==> config.mk <==
export PLATFORM = sky130hd
export DESIGN_NAME = axil_gpio_banked
export DESIGN_NICKNAME = d
export VERILOG_FILES = /design/src/rtl/axil_gpio_banked.sv
export SDC_FILE = /design/constraint.sdc
export NUM_CORES = 1
export LEC_CHECK = 0
export ABC_AREA = 1
export ABC_CLOCK_PERIOD_IN_PS = 1800
export BUFFER_PORTS_ARGS = -buffer_cell sky130_fd_sc_hd__buf_2
export CORE_MARGIN = 4
export CORE_UTILIZATION = 30
export DETAILED_ROUTE_END_ITERATION = 8
export GPL_TIMING_DRIVEN = 0
export SKIP_LAST_GASP = 1
export SLEW_MARGIN = 20
export SYNTH_ARGS = -nofsm -noshare
export SYNTH_HDL_FRONTEND = slang
export SYNTH_SLANG_ARGS = --single-unit
export TNS_END_PERCENT = 100
==> constraint.sdc <==
create_clock -name clk -period 1.8 [get_ports clk]
set_input_delay 0.18 -clock clk [delete_from_list [all_inputs] [get_ports clk]]
set_output_delay 0.18 -clock clk [all_outputs]
set_load 0.05 [all_outputs]
==> src/rtl/axil_gpio_banked.sv <==
// AXI-lite banked GPIO: per-bank OUT/SET/CLR/IN/edge-enable/W1C status registers, level irq.
// Writes retire one cycle after AW and W are both held; reads return one cycle after AR; one outstanding op per channel.
module axil_gpio_banked #(
    parameter int ADDR_WIDTH  = 16,
    parameter int DATA_WIDTH  = 32,
    parameter int N_BANKS     = 2,
    parameter int SYNC_STAGES = 2
) (
    input  logic                                clk,
    input  logic                                rst,
    input  logic [ADDR_WIDTH-1:0]               awaddr,
    input  logic [2:0]                          awprot,
    input  logic                                awvalid,
    output logic                                awready,
    input  logic [DATA_WIDTH-1:0]               wdata,
    input  logic [DATA_WIDTH/8-1:0]             wstrb,
    input  logic                                wvalid,
    output logic                                wready,
    output logic [1:0]                          bresp,
    output logic                                bvalid,
    input  logic                                bready,
    input  logic [ADDR_WIDTH-1:0]               araddr,
    input  logic [2:0]                          arprot,
    input  logic                                arvalid,
    output logic                                arready,
    output logic [DATA_WIDTH-1:0]               rdata,
    output logic [1:0]                          rresp,
    output logic                                rvalid,
    input  logic                                rready,
    output logic [N_BANKS-1:0][DATA_WIDTH-1:0]  gpio_out,
    input  logic [N_BANKS-1:0][DATA_WIDTH-1:0]  gpio_in,
    output logic                                irq
);

    localparam int BW = ADDR_WIDTH - 5;
    localparam int SW = DATA_WIDTH / 8;
    localparam int CW = $clog2(SYNC_STAGES + 2);

    localparam logic [1:0] RESP_OKAY   = 2'b00;
    localparam logic [1:0] RESP_SLVERR = 2'b10;

    localparam logic [2:0] REG_OUT  = 3'd0;
    localparam logic [2:0] REG_SET  = 3'd1;
    localparam logic [2:0] REG_CLR  = 3'd2;
    localparam logic [2:0] REG_IN   = 3'd3;
    localparam logic [2:0] REG_RISE = 3'd4;
    localparam logic [2:0] REG_FALL = 3'd5;
    localparam logic [2:0] REG_STAT = 3'd6;
    localparam logic [2:0] REG_RSVD = 3'd7;

    typedef logic [N_BANKS-1:0][DATA_WIDTH-1:0] bank_vec_t;

    bank_vec_t out_r, out_n;
    bank_vec_t rise_r, rise_n;
    bank_vec_t fall_r, fall_n;
    bank_vec_t stat_r, stat_n;
    bank_vec_t dly_r, sync_q;
    bank_vec_t rise_det, fall_det;

    logic [SYNC_STAGES-1:0][N_BANKS-1:0][DATA_WIDTH-1:0] sync_r;
    logic [CW-1:0] settle_cnt;
    logic          settled;

    // Write channel state
    logic                  aw_got, w_got;
    logic [ADDR_WIDTH-3:0] waddr_q;
    logic [DATA_WIDTH-1:0] wdata_q;
    logic [SW-1:0]         wstrb_q;
    logic [DATA_WIDTH-1:0] wmask;
    logic [BW-1:0]         wbank;
    logic [2:0]            wreg;
    logic                  wr_fire, wr_err;

    // Read channel decode
    logic [BW-1:0]         rbank;
    logic [2:0]            rreg;
    logic                  rd_err;
    logic [DATA_WIDTH-1:0] rd_val;

    logic unused_bits;
    assign unused_bits = ^{awprot, arprot, awaddr[1:0], araddr[1:0]};

    assign awready  = ~aw_got & ~bvalid;
    assign wready   = ~w_got & ~bvalid;
    assign arready  = ~rvalid;
    assign gpio_out = out_r;

    assign wbank   = waddr_q[ADDR_WIDTH-3:3];
    assign wreg    = waddr_q[2:0];
    assign wr_fire = aw_got & w_got;
    assign wr_err  = (wbank >= BW'(N_BANKS)) || (wreg == REG_IN) || (wreg == REG_RSVD);

    assign rbank  = araddr[ADDR_WIDTH-1:5];
    assign rreg   = araddr[4:2];
    assign rd_err = (rbank >= BW'(N_BANKS)) || (rreg == REG_SET) || (rreg == REG_CLR)
                    || (rreg == REG_RSVD);

    assign sync_q   = sync_r[SYNC_STAGES-1];
    assign rise_det = sync_q & ~dly_r;
    assign fall_det = ~sync_q & dly_r;
    // Edge flags stay masked until the synchronizer and delay flops hold real pin data.
    assign settled  = (settle_cnt == CW'(SYNC_STAGES + 1));

    always_comb begin
        wmask = '0;
        for (int i = 0; i < SW; i++) begin
            wmask[i*8 +: 8] = {8{wstrb_q[i]}};
        end
    end

    always_comb begin
        out_n  = out_r;
        rise_n = rise_r;
        fall_n = fall_r;
        stat_n = stat_r;
        for (int b = 0; b < N_BANKS; b++) begin
            if (wr_fire && !wr_err && (wbank == BW'(b))) begin
                case (wreg)
                    REG_OUT:  out_n[b]  = (out_r[b] & ~wmask) | (wdata_q & wmask);
                    REG_SET:  out_n[b]  = out_r[b] | (wdata_q & wmask);
                    REG_CLR:  out_n[b]  = out_r[b] & ~(wdata_q & wmask);
                    REG_RISE: rise_n[b] = (rise_r[b] & ~wmask) | (wdata_q & wmask);
                    REG_FALL: fall_n[b] = (fall_r[b] & ~wmask) | (wdata_q & wmask);
                    REG_STAT: stat_n[b] = stat_r[b] & ~(wdata_q & wmask);
                    default:  ;
                endcase
            end
            // OR-ing the edge set after the W1C clear makes a coincident edge win.
            if (settled) begin
                stat_n[b] = stat_n[b] | (rise_det[b] & rise_r[b]) | (fall_det[b] & fall_r[b]);
            end
        end
    end

    always_comb begin
        rd_val = '0;
        for (int b = 0; b < N_BANKS; b++) begin
            if (rbank == BW'(b)) begin
                case (rreg)
                    REG_OUT:  rd_val = out_r[b];
                    REG_IN:   rd_val = sync_q[b];
                    REG_RISE: rd_val = rise_r[b];
                    REG_FALL: rd_val = fall_r[b];
                    REG_STAT: rd_val = stat_r[b];
                    default:  rd_val = '0;
                endcase
            end
        end
    end

    always_ff @(posedge clk) begin
        if (rst) begin
            out_r      <= '0;
            rise_r     <= '0;
            fall_r     <= '0;
            stat_r     <= '0;
            sync_r     <= '0;
            dly_r      <= '0;
            settle_cnt <= '0;
            irq        <= 1'b0;
        end else begin
            out_r  <= out_n;
            rise_r <= rise_n;
            fall_r <= fall_n;
            stat_r <= stat_n;
            sync_r[0] <= gpio_in;
            for (int s = 1; s < SYNC_STAGES; s++) begin
                sync_r[s] <= sync_r[s-1];
            end
            dly_r <= sync_q;
            if (!settled) begin
                settle_cnt <= settle_cnt + 1'b1;
            end
            irq <= |stat_r;
        end
    end

    always_ff @(posedge clk) begin
        if (rst) begin
            aw_got  <= 1'b0;
            w_got   <= 1'b0;
            waddr_q <= '0;
            wdata_q <= '0;
            wstrb_q <= '0;
            bvalid  <= 1'b0;
            bresp   <= RESP_OKAY;
        end else begin
            if (awvalid && awready) begin
                aw_got  <= 1'b1;
                waddr_q <= awaddr[ADDR_WIDTH-1:2];
            end
            if (wvalid && wready) begin
                w_got   <= 1'b1;
                wdata_q <= wdata;
                wstrb_q <= wstrb;
            end
            if (wr_fire) begin
                aw_got <= 1'b0;
                w_got  <= 1'b0;
                bvalid <= 1'b1;
                bresp  <= wr_err ? RESP_SLVERR : RESP_OKAY;
            end else if (bvalid && bready) begin
                bvalid <= 1'b0;
            end
        end
    end

    always_ff @(posedge clk) begin
        if (rst) begin
            rvalid <= 1'b0;
            rdata  <= '0;
            rresp  <= RESP_OKAY;
        end else if (arvalid && arready) begin
            rvalid <= 1'b1;
            rdata  <= rd_err ? '0 : rd_val;
            rresp  <= rd_err ? RESP_SLVERR : RESP_OKAY;
        end else if (rvalid && rready) begin
            rvalid <= 1'b0;
        end
    end

endmodule

==> results of run 1 <==
-- worst reg2reg max path, delay by kind of cell, from the launching register on --
family          cells  cell delay (ns)
simple gates        6             0.73
buf+inv             4             0.64
flops               1             0.33
compound gates      1             0.15
-- synthesized netlist by cell type (all sizes together) --
library cell	number
nand2	691
nor2	603
dfxtp	539
inv	451
o21ai	308
a21oi	270
nand3	187
nand4	182
clkbuf	113
buf	101
nand3b	41
a211o	12
nor3	5
nor4	3
clkinv	2
conb	1
ha	1
o211ai	1
o21a	1
or2	1
xor2	1
-- cell type report --
cell class	instances	area [um2]	share of cell area [%]
flip-flops and latches	539	10800	33.9
repair buffers	408	3200	10.1
inverters	453	1720	5.39
plain buffers	213	1290	4.05
diodes	2	5.00	0.0157
clock inverters	27	228	0.715
multi-input cells	2309	11400	35.9
well taps	1050	1310	4.12
clock buffers	88	1870	5.86
-- metrics by stage --
step                      util, %  total power [uW]  std cells  hold slack, ns
after floorplan                 -             14500       3515           0.287
after global routing         40.2             30400       5087          0.0712
final                        40.3             29700       5089          0.0721
after detailed placement     33.5             16000       4799           0.385
after global placement       33.4             16000       4799           0.384
after CTS                    38.7             29500       5068          0.0218
-- power by group --
group	internal (uW)	total (uW)	switching [uW]
clock network	7730	13300	5570
logic	955	3810	2860
registers	12300	12600	270
total	21000	29700	8700
-- path summary, 6_finish.rpt --
kind | to | slack [ns] | depth (start not counted)
setup / recovery | rdata[10] | -0.22 | 9
hold / removal | waddr_q[10] | 0.07 | 5
setup reg to reg | gpio_out[36] | -0.14 | 11
hold reg to reg | sync_q[18] | 0.39 | 2
-- cells in the final DEF, fill, tap and decap left out, types with 38 or more instances in the layout --
cell / netlist / layout
inv_1: 447 / 444
o21ai_0: 282 / 244
a21oi_1: 270 / 234
nand3_1: 187 / 171
nand3b_1: 41 / 41
dlygate4sd3_1: 0 / 114
nand4_1: 182 / 182
buf_2: 47 / 264
clkbuf_16: 0 / 76
nand2_1: 687 / 642
dfxtp_1: 539 / 533
clkbuf_2: 0 / 38
nor2_1: 577 / 541
clkbuf_1: 113 / 77
-- cell families (layout without fill, tap and decap cells) --
family	Yosys count	count (layout)	share of synthesized area, %
and+or+nand+nor	1713	1713	31.3
buffers and inverters	667	1189	11.0
AOI/OAI and AO/OA	592	592	12.6
DFF	539	539	45.0
adders and majority gates	1	1	0.0522
other	1	4	0.0156
xor gates and xnor gates	1	1	0.0366
-- layer usage --
| layer | up-vias | GRT usage, % | share of wire [%] |
|---|---|---|---|
| met5 | - | 0 | 0.015 |
| met4 | 2 | 17.4 | 7.4 |
| met3 | 428 | 7.40 | 12 |
| met2 | 1811 | 41.0 | 42 |
| met1 | 12700 | 34.7 | 38 |
| li1 | 12200 | - | - |
-- what timing repair did --
item,CTS,global route
setup buffers,39,13
setup endpoints to repair,432,310
pin swaps,20,68
resized for setup,160,313
gates cloned,1,7
hold endpoints to repair,115,0
hold buffers,114,0
==> results.md, run 1 <==
* CTS max path bufs at 3
* Max FO, Critical Path at 10
* Clock-pin slew on the worst setup and hold paths at ~0.05 ns
* Chip height at between 200 and 300 um
* Worst Setup SP: araddr[4]
* Per-cell routed wire length at between 20 and 25 um
* Post-Syn Area at roughly 0.024 mm2
* First-pass GRT wire length at roughly 170000 um
* CP Buf/Inv Count at 4
* Die W at just under 300 um
* Setup ws final at -0.219 ns
* Synth cell types at 31
* CTS tree: built
* Crit path DAT at 2.48 ns
* PD cells at roughly 930 mW/mm2
* Worst-Skew Late Latency at 0.63 ns
* Critical Path Sink Type: register
* Placement Setup Slack at -0.991 ns
* Total die area at around 0.084 mm2
* Max Freq at 0.495 GHz
* Via density at approximately 5.3
* Tmin final at 2.02 ns
* Worst hold-check path type: input port to register
* Post-Synthesis Cells at 3514
* NumNets Final at slightly above 4000
* 1st-iter DRT viols at ~3600
* Area contributors post-synth: dfxtp_1, nand2_1, nor2_1
* Fin. Hold Viols at 0
* I/O pins at 251
* Status: complete, but fails checks
* Port Buffers at approximately 230
* Core area at approximately 0.08 mm2
* Area after DPL at ~0.026 mm2
* Worst Path Required at 2.26 ns
* CP Class: input port to register
* Via count at 27200
* Final setup violation count at 210
* Post-synth top area cell: dfxtp_1
* Slowest cell on the critical path: clkbuf_1
* Number of antenna-violating nets in the routed design at 0
* Register bit total from synthesis at around 540
* Hold Path Origin: awvalid
* Synth top area share at 45.0%
* CTS Sinks at 539
* Routed wire length at between 100000 and 150000 um
* CTS H-tree lvls at 3
* # fillers at 8383
* Gpl congestion at 1.03
* Slew headroom at ~4.2%
* Slew Limit Fails at 0
* Final Cell Area at roughly 0.032 mm2
* Leak at ~0.014 uW
* YS warnings at 0
* P&R area growth vs syn at 32.9%
* DP HPWL at a little under 90000 um
* Max VDD drop at 0.632 mV
* RSZ-0062 raised after global routing: true
* Skew final at between 0.04 and 0.05 ns
* Initial DRT Pass Iterations at 9
* Violated checks: negative setup slack
* Reg-to-reg startpoint: waddr_q[5]
* CTS root buf: clkbuf_16
* Initial antenna violation count at 5
* Fin crit share at 112%
* TritonCTS Buffers at 66
* Vias in the first global route at approximately 25000
* Critical path's largest stage delay at roughly 0.9 ns
* GRT Util Overall at 27.3%
* Layout cells sized above 1 at 18.0%
* Synthesized area per cell at about 7 um2
* Total grt overflow at 0
* CP top delay family: buffers and inverters
* Worst Tran Pin Value at ~1.4 ns
* Row count at slightly above 100
* Crit-path cells: buf_2 -> clkinv_2 -> nand3_4 -> clkbuf_1 -> o21ai_0 -> inv_1 -> nand2_1 -> nand3_1 -> a21oi_1
* Setup TNS at -10.32 ns
* Post-synthesis sequential area ratio at 45.0%
* Crit path launch type: input port
* Residual DRC at 0
* Largest net degree at the start of global routing at 14
* Max_cap viols at 0
* Starting Density at between 30% and 40%
Note: power is estimated with default switching activity, not from simulation.
==> run 2: changes to the inputs <==
ABC_AREA = default   (was 1)
CAP_MARGIN = 0   (was default)
==> run 2 against run 1 <==
  * The run still ends with negative setup slack left
  * Via count shrank 9.1%
  * Combinational power grew 51%
  * Power grew 4.2%
  * Flip-flop and latch count is the same
  * Fmax shrank 3.3%
  * Largest power group unchanged
  * Highest routed layer is now met4
  * Global-route usage grew 1.1 points
==> results.md, run 2 <==
* Status: complete, but fails checks
* Violated checks: negative setup slack
* Crit path DAT at 2.57 ns (+0.09 ns)
* Worst Path Required at 2.28 ns (+0.02 ns)
* Slew headroom at 12.8% (+8.5 points)
* Total die area at 0.0797 mm2 (-5.6%)
* Synth cell types at 52 (+68%)
* Slowest cell on the critical path: clkbuf_1
* CTS H-tree lvls at 2 (-1)
* Most numerous cell in the Yosys netlist: dfxtp_1
* Met1 Usage GRT at 35.5% (+0.75 points)
* Final setup violation count at 268 (+28%)
* Post-Syn Area at 0.0226 mm2 (-5.8%)
* Port Buffers at 237 (+1.3%)
* Layout cells sized above 1 at 33.0% (+15 points)
* Per-cell routed wire length at 30.0 um (+25%)
* # fillers at 7281 (-13%)
* Synthesized area per cell at 8.69 um2 (+27%)
* Vias in the first global route at 22500 (-9.2%)
* Slew Limit Fails at 0 (unchanged)
* CP Class: input port to register
* Starting Density at 30.3% (about the same)
* Via count at 24700 (-9.1%)
* Via density at 6.02 (+13%)
* Chip height at 282 um (-2.9%)
* Crit-path cells: buf_2 -> buf_4 -> clkdlybuf4s18_2 -> clkbuf_2 -> clkbuf_1 -> a21oi_1
* FFs w/ async S/R, synth at 0% (unchanged)
* Max_cap viols at 0 (unchanged)
* Post-Synthesis Cells at 2597 (-26%)
* YS warnings at 0 (unchanged)
* Tmin final at 2.09 ns (+0.0679 ns)
* P&R area growth vs syn at 44.0%
* I/O pins at 251 (unchanged)
* Post-synthesis sequential area ratio at 47.8% (+2.8 points)
* Fin crit share at 116% (+3.8 points)
* Setup ws final at -0.287 ns (-0.0679 ns)
* GRT Util Overall at 28.5% (+1.1 points)
* Cells after DPL at 3804 (-21%)
* Setup slack, reg-to-reg at -0.25 ns (-0.11 ns)
* Synth top area share at 47.8% (+2.8 points)
* Initial antenna violation count at 4 (-1)
* Register bit total from synthesis at 539 (unchanged)
* Skew final at 0.0351 ns (-0.00673 ns)
* Initial DRT Pass Iterations at 6 (-3)
* Post-synth top cells: dfxtp_1, o21ai_0, nand2_1
* M2 GR Usage at 43.8% (+2.9 points)
* Routed wire length at 123000 um (+0.36%)
* Max Freq at 0.479 GHz (-3.3%)
* Core area at 0.0746 mm2 (-5.8%)
* Row count at 100 (-2.9%)
* Non-filler cells, final at 4102 (-19%)
* Gpl congestion at 1.02 (-0.20%)
* Max VDD drop at 0.745 mV (+18%)
* Area contributors post-synth: dfxtp_1, o21ai_0, nor2b_1
* 1st-iter DRT viols at 3182 (-12%)
* Largest net degree at the start of global routing at 16 (+2)
* Reg-to-reg startpoint: waddr_q[1]
* Die W at 282 um (-2.9%)
* Leak at 0.0114 uW (-19%)
* Residual DRC at 0 (unchanged)
* NumNets Final at 3226 (-22%)
* Met3 usage at 8.05% (+0.65 points)
* Worst Setup SP: rst
* Max FO, Critical Path at 10 (unchanged)
* Worst hold-check path type: input port to register
* Total grt overflow at 0 (unchanged)
* Worst reg2reg path depth at 5 (-6)
* Clock-pin slew on the worst setup and hold paths at 0.07 ns (+0.02 ns)
* Layer with the highest usage: met2
* Ys flop type: dfxtp_1
* CTS Sinks at 539 (unchanged)
* Crit path launch type: input port
* Post-synth top area cell: dfxtp_1
* DP HPWL at 82700 um (-6.9%)
* Commonest cells after routing, fill and taps aside: dfxtp_1, nand2_1, buf_2
* Critical Path Sink Type: register
* Worst Tran Pin Value at 1.31 ns (-0.128 ns)
* Final hold slack at 0.0538 ns (-0.0183 ns)
* Number of synthesized flops with an enable pin at 0 (unchanged)
* PD cells at 952 mW/mm2 (+2.1%)
* Critical path's largest stage delay at 0.73 ns (-0.18 ns)
* CTS tree: built
* First-pass GRT wire length at 164000 um (-3.4%)
* CTS max path bufs at 3 (unchanged)
* CTS root buf: clkbuf_16
* Most common cell after layout, fill and taps aside: dfxtp_1
* RSZ-0062 raised after global routing: true
* Worst-Skew Late Latency at 0.65 ns (+0.02 ns)
* Number of antenna-violating nets in the routed design at 0 (unchanged)
* TritonCTS Buffers at 58 (-12%)
* Final core occ at 43.6% (+3.3 points)
* Fin. Hold Viols at 0 (unchanged)
## run 2: cell count changes in the layout (fill, tap and decap cells not counted), moves of 71 or more
cell and change:
a21oi_1 -88, nand2_1 -377, a21oi_2 +76, nor2_1 -499, o21ai_0 -100, nand4_1 -109, a221oi_1 +107, nand3_2 +74
inv_1 -440, nand3_1 -156, a32o_1 +71, nor2b_1 +205
## run 2: cell type report
cell class	instances	area, um2	share of cell area (%)
repair buffers	446	3910	12.0
multi-input cells	1793	12900	39.6
diodes	3	7.51	0.0231
flip-flops and latches	539	10800	33.2
clock inverters	30	358	1.10
well taps	969	1210	3.73
inverters	6	27.5	0.0847
plain buffers	236	1700	5.22
clock buffers	80	1640	5.03
## run 2: cell families after synthesis
kind of cell	share of synthesized area, %
AOI/OAI and AO/OA	22.1
xor gates and xnor gates	0.0776
adders and majority gates	0.0554
buffers and inverters	4.97
DFF	47.8
muxes	1.89
other	0.0166
and+or+nand+nor	23.1
## run 2: report_power, final
part           internal, uW  switching [uW]  total [uW]
Combinational          2120            3650        5770
Clock                  7270            5530       12800
Sequential            12200             188       12400
Total                 21600            9370       31000
## run 2: layer usage
metal	up-vias	wire, um	part of all wire (%)
met5	-	0	0
met4	0	10100	8.2
met3	540	14800	12
met2	1903	52400	43
met1	11800	45900	37
li1	10500	-	-
## run 2: worst min path at each step
stage	start	to	slack [ns]	depth (start not counted)
2_1_floorplan	rready	rvalid	0.28	1
3_3_place_gp	rready	rvalid	0.37	2
3_5_place_dp	rready	rvalid	0.37	2
4_1_cts	wvalid	wdata_q[0]	0.07	4
5_1_grt	wvalid	wdata_q[31]	0.09	4
6_report	wvalid	wdata_q[1]	0.05	4
## run 2: repair_timing
action	CTS	global route
setup buffers	46	16
gates resized for setup	359	603
endpoints found under the setup margin	367	308
pin swaps	39	240
hold buffers	122	0
hold endpoints to repair	117	0
gates cloned	5	22
## run 2: critical path: cells and delay by family
family                 cells  cell delay (ns)
buffers and inverters      5             2.26
AO/OA/AOI/OAI              1             0.11
## run 2: stage by stage
step / power [uW] / TNS [ns] / setup WS [ns] / cell area (um2)
after CTS: 29400 / -15.82 / -0.187 / 29700
after floorplan: 14200 / -1.30 / -0.0433 / 22600
after detailed placement: 15900 / -431.51 / -1.42 / 25000
final: 31000 / -30.14 / -0.287 / 32500
after global placement: 15900 / -457.16 / -1.75 / 25000
after global routing: 31500 / -40.67 / -0.258 / 32500
